`src/rtl/shift_sequencer.sv`:
```
// Multi-cycle SLL/SRL/SRA unit for the RV32EC core.
// Shifts an accumulator by Step or 1 bit per cycle, so no full barrel shifter is needed.
module shift_sequencer #(
    parameter int Width      = 32,
    parameter int ShamtWidth = 5,
    parameter int Step       = 4
) (
    input  logic                  Clk,
    input  logic                  Reset,
    input  logic                  Start,
    input  logic [1:0]            CtrlShiftOp,
    input  logic [Width-1:0]      Rs1,
    input  logic [ShamtWidth-1:0] Shamt,
    output logic                  Busy,
    output logic                  Done,
    output logic [Width-1:0]      Rd
);

    typedef enum logic [1:0] {
        IDLE  = 2'd0,
        SHIFT = 2'd1,
        DONE  = 2'd2
    } state_t;

    localparam logic [1:0] OP_SLL = 2'b00;
    localparam logic [1:0] OP_BAD = 2'b01;
    localparam logic [1:0] OP_SRL = 2'b10;

    localparam logic [ShamtWidth-1:0] STEP_C = ShamtWidth'(Step);
    localparam logic [ShamtWidth-1:0] ONE_C  = ShamtWidth'(1);

    state_t                r_state;
    logic [Width-1:0]      r_acc;
    logic [ShamtWidth-1:0] r_count;
    logic [1:0]            r_op;

    state_t                w_state_nxt;
    logic [Width-1:0]      w_acc_nxt;
    logic [ShamtWidth-1:0] w_count_nxt;
    logic [1:0]            w_op_nxt;
    logic                  w_accept;
    logic                  w_big;
    logic [ShamtWidth-1:0] w_k;
    logic [Width-1:0]      w_acc_step;
    logic [Width-1:0]      w_acc_one;

    // Only two fixed shift distances exist, so each is just wiring.
    always_comb begin
        w_acc_step = r_acc;
        w_acc_one  = r_acc;
        unique case (r_op)
            OP_SLL: begin
                w_acc_step = r_acc << Step;
                w_acc_one  = r_acc << 1;
            end
            OP_SRL: begin
                w_acc_step = r_acc >> Step;
                w_acc_one  = r_acc >> 1;
            end
            default: begin
                w_acc_step = $signed(r_acc) >>> Step;
                w_acc_one  = $signed(r_acc) >>> 1;
            end
        endcase
    end

    assign w_accept = Start && (r_state != SHIFT);
    assign w_big    = (r_count >= STEP_C);
    assign w_k      = w_big ? STEP_C : ONE_C;

    always_comb begin
        w_state_nxt = r_state;
        w_acc_nxt   = r_acc;
        w_count_nxt = r_count;
        w_op_nxt    = r_op;
        unique case (r_state)
            SHIFT: begin
                w_acc_nxt   = w_big ? w_acc_step : w_acc_one;
                w_count_nxt = r_count - w_k;
                if (w_count_nxt == '0) begin
                    w_state_nxt = DONE;
                end
            end
            default: begin
                w_state_nxt = IDLE;
                if (w_accept) begin
                    w_acc_nxt   = Rs1;
                    w_count_nxt = Shamt;
                    w_op_nxt    = CtrlShiftOp;
                    if ((Shamt == '0) || (CtrlShiftOp == OP_BAD)) begin
                        w_state_nxt = DONE;
                    end else begin
                        w_state_nxt = SHIFT;
                    end
                end
            end
        endcase
    end

    always_ff @(posedge Clk) begin
        if (Reset) begin
            r_state <= IDLE;
            r_acc   <= '0;
            r_count <= '0;
            r_op    <= OP_SLL;
        end else begin
            r_state <= w_state_nxt;
            r_acc   <= w_acc_nxt;
            r_count <= w_count_nxt;
            r_op    <= w_op_nxt;
        end
    end

    assign Busy = (r_state == SHIFT);
    assign Done = (r_state == DONE);
    assign Rd   = r_acc;

endmodule

```
`config.mk`:
```
export PLATFORM = sky130hd
export DESIGN_NAME = shift_sequencer
export DESIGN_NICKNAME = d
export VERILOG_FILES = /design/src/rtl/shift_sequencer.sv
export SDC_FILE = /design/constraint.sdc
export NUM_CORES = 1
export LEC_CHECK = 0
export ABC_AREA = 1
export CAP_MARGIN = 40
export CORE_AREA = 2 2 86 88
export DETAILED_ROUTE_END_ITERATION = 10
export DIE_AREA = 0 0 88 90
export PLACE_DENSITY_LB_ADDON = 0.3
export SLEW_MARGIN = 20
export SYNTH_ARGS = -nofsm -noshare
export SYNTH_HDL_FRONTEND = slang
export SYNTH_SLANG_ARGS = --single-unit
```
`constraint.sdc`:
```
create_clock -name Clk -period 1.6 [get_ports Clk]
set_input_delay 0.4 -clock Clk [delete_from_list [all_inputs] [get_ports Clk]]
set_output_delay 0.4 -clock Clk [all_outputs]
set_load 0.005 [all_outputs]
```
==> flow_metrics.tcl <==
set metrics [dict create \
    status "finished with violations" \
    violations "setup timing" \
    nNetsFinal 537 \
    ctsHtreeMaxLevel 2 \
    vdd_ir_drop_max_mv 1.16 \
    synth-seq-area-share 0.300 \
    fin_worst_skew_ns 0.00282 \
    async_reset_ff_frac 0 \
    overflow 0 \
    synth_top_flop_cell "dfxtp_1" \
    yosysMostFrequentCell "nand2_1" \
    yosys.area.top_type "dfxtp_1" \
    report.final.slew_viol_count 0 \
    ctsHoldBuffers 0 \
    pwr-share-clk 0.084 \
    syn_area_sq_mm 0.00273 \
    avgViaCountPerCell 5.37 \
    worst_pin_slew_ns 0.374 \
    dr.first_iter.drc_count 170 \
    cts_tree "built" \
    setup_slack_ns -0.0650 \
    core_sq_mm 0.00702 \
    fillers 686 \
    drc_errors 0 \
    post-place-ws_ns -0.0545 \
    start_util 0.389 \
    fp.dieW_um 88 \
    syn_to_final_growth_pct 42.1 \
    tns_ns -0.130 \
    post-route-util 0.553 \
    power.share.switching 0.469 \
    die_area_sq_mm 0.00792 \
    critPathCaptureType "flip-flop" \
    synth.area.top_cells "dfxtp_1 30%, nand3_1 13%, o21ai_0 12%, nand2_1 10%, a21oi_1 7.9%" \
    rows 31 \
    clkLatencyLatePin_ns 0.29 \
    synth_fp_nets 460 \
    post_drt_wl_per_cell_um 14.2 \
    ys_types 31 \
    crit_type "flip-flop to flip-flop" \
    cts_root_buffer "clkbuf_8" \
    grt_usage 0.210 \
    maxCapViolCount 0 \
    ys_top_cells_by_count "73 x nand2_1, 70 x nand3_1, 65 x o21ai_0" \
    place.gp.congestion 0.879 \
    yosysWarnings 0 \
    rsz0062_at_grt "yes" \
    ys_ff_latch 41 \
    total_power_mw 8.32 \
    power.share.combinational 0.681 \
    leakage_nw 1.61 \
    power_density_mw_per_mm2 2140 \
    n_antenna_cell 0 \
    min_period_over_period 1.04 \
    ant_nets 0 \
    num_vias 3180 \
    crit_required_ns 1.79 \
    first_global_vias 2935 \
    drive_gt1_frac 0.201 \
    sequentialPowerShare 0.235 \
    finalHoldViolations 0 \
    cts_buffers 5 \
    drt_pass1_iterations 5 \
    hp-class "flip-flop to flip-flop" \
    cts.sinks 41 \
    synth_top_area_frac 0.300 \
    crit_fanout 4 \
    postSynthCellCount 416 \
    critPathLaunchType "flip-flop" \
    crit_arrival_ns 1.86 \
    power.switching_mw 3.90 \
    die_h_um 90 \
    finalCriticalPeriod_ns 1.66 \
    wirelength_um 8430 \
    synth_edf_count 0 \
    grt_pass1_wl_um 13500 \
    syn_avg_cell_area_sq_um 6.57 \
    setup_viol 2 \
    clk_pin_slew_ns 0.08 \
    pin_count 76 \
    slew_headroom 0.750 \
    grt_max_degree 39 \
    hpwl_um 5790 \
    hold_ws_ns 0.493 \
    antenna_found_initial 0 \
    clk_path_buf_depth 2 \
    port_buffers 75 \
    max_freq_ghz 0.601 \
    intPower_mw 4.42 \
]
[flip-flops by register name (all words and copies together), names as in the netlist]
| name | cells |
|---|---|
| r_count | 5 |
| r_op | 2 |
| Rd | 32 |
| r_state | 2 |
[cell type report]
class | instances | area [sq um] | area share
repair buffers | 101 | 1010 | 0.260
multi-input cells | 307 | 1640 | 0.422
inverters | 37 | 149 | 0.0384
well taps | 99 | 124 | 0.0319
clock buffers | 7 | 86.3 | 0.0222
flip-flops and latches | 41 | 877 | 0.226
[critical path, cell delays in order, from the launching register on]
cell and delay, ns:
dfxtp_4 0.36, nor2_4 0.16, nand2_4 0.07, inv_4 0.06, ha_4 0.21, nor2_1 0.19
o21ai_0 0.16, a21oi_2 0.15, nand3_1 0.11, nand2_1 0.07, inv_1 0.03
[routing by layer]
layer	track usage	vias up	routed length, um	share of wire
met5	0	-	0	0
met4	0.0603	0	173	0.021
met3	0.0349	16	473	0.056
met2	0.342	127	4090	0.49
met1	0.282	1451	3690	0.44
li1	-	1586	-	-
[logic make-up (layout without fill, tap and decap cells)]
family                     count (synthesis)  after routing  share of synthesized area
and+or+nand+nor                          165            165                      0.276
AOI/OAI and AO/OA                        140            140                      0.288
buffers and inverters                     68            145                      0.126
DFF                                       41             41                      0.300
adders and majority gates                  2              2                    0.00916
[placed cells by master, fill, tap and decap left out, drive strengths merged]
cell type,n
o21ai,72
o21a,2
a21o,1
buf,26
o22ai,6
ha,2
nand4,1
a21oi,44
nor3,1
dfxtp,41
nand2,76
a22oi,1
dlygate4sd2,2
o211ai,13
clkbuf,7
o221ai,1
clkdlybuf4s50,68
dlymetal6s2s,5
inv,37
or2,2
nor2,15
nand3,70
[power by group through the flow]
| stage | Clock [mW] | Combinational [mW] | Sequential [mW] |
|---|---|---|---|
| 2_1_floorplan | 0 | 3.61 | 1.80 |
| 3_3_place_gp | 0 | 4.94 | 1.88 |
| 3_5_place_dp | 0 | 5.03 | 1.88 |
| 4_1_cts | 0.708 | 5.39 | 1.92 |
| 6_report | 0.698 | 5.67 | 1.95 |
| 5_1_grt | 0.753 | 6.25 | 2.01 |
[metrics by stage]
| step | instances | instance area [sq um] |
|---|---|---|
| floorplan | 416 | 2760 |
| global route | 592 | 3880 |
| global placement | 576 | 3610 |
| finish | 592 | 3880 |
| detailed placement | 576 | 3610 |
| CTS | 591 | 3810 |
[final timing paths]
check	start	end	slack [ns]	cells past startpoint
worst max-delay path	r_count[4]$_SDFFE_PP0P_	r_state[0]$_SDFFE_PP0P_	-0.06	10
worst min-delay path	Rd[31]$_SDFFE_PP0P_	Rd[31]$_SDFFE_PP0P_	0.49	2
worst max register to register	r_count[4]$_SDFFE_PP0P_	r_state[0]$_SDFFE_PP0P_	-0.06	10
worst min register to register	Rd[31]$_SDFFE_PP0P_	Rd[31]$_SDFFE_PP0P_	0.49	2
[timing repair]
item	in CTS	in global routing
pin swaps	8	7
endpoints found under the setup margin	28	19
gates resized for setup	35	25
hold endpoints to repair	0	0
buffers inserted	8	1
cloned	0	0
(Power assumes the default switching activity.)
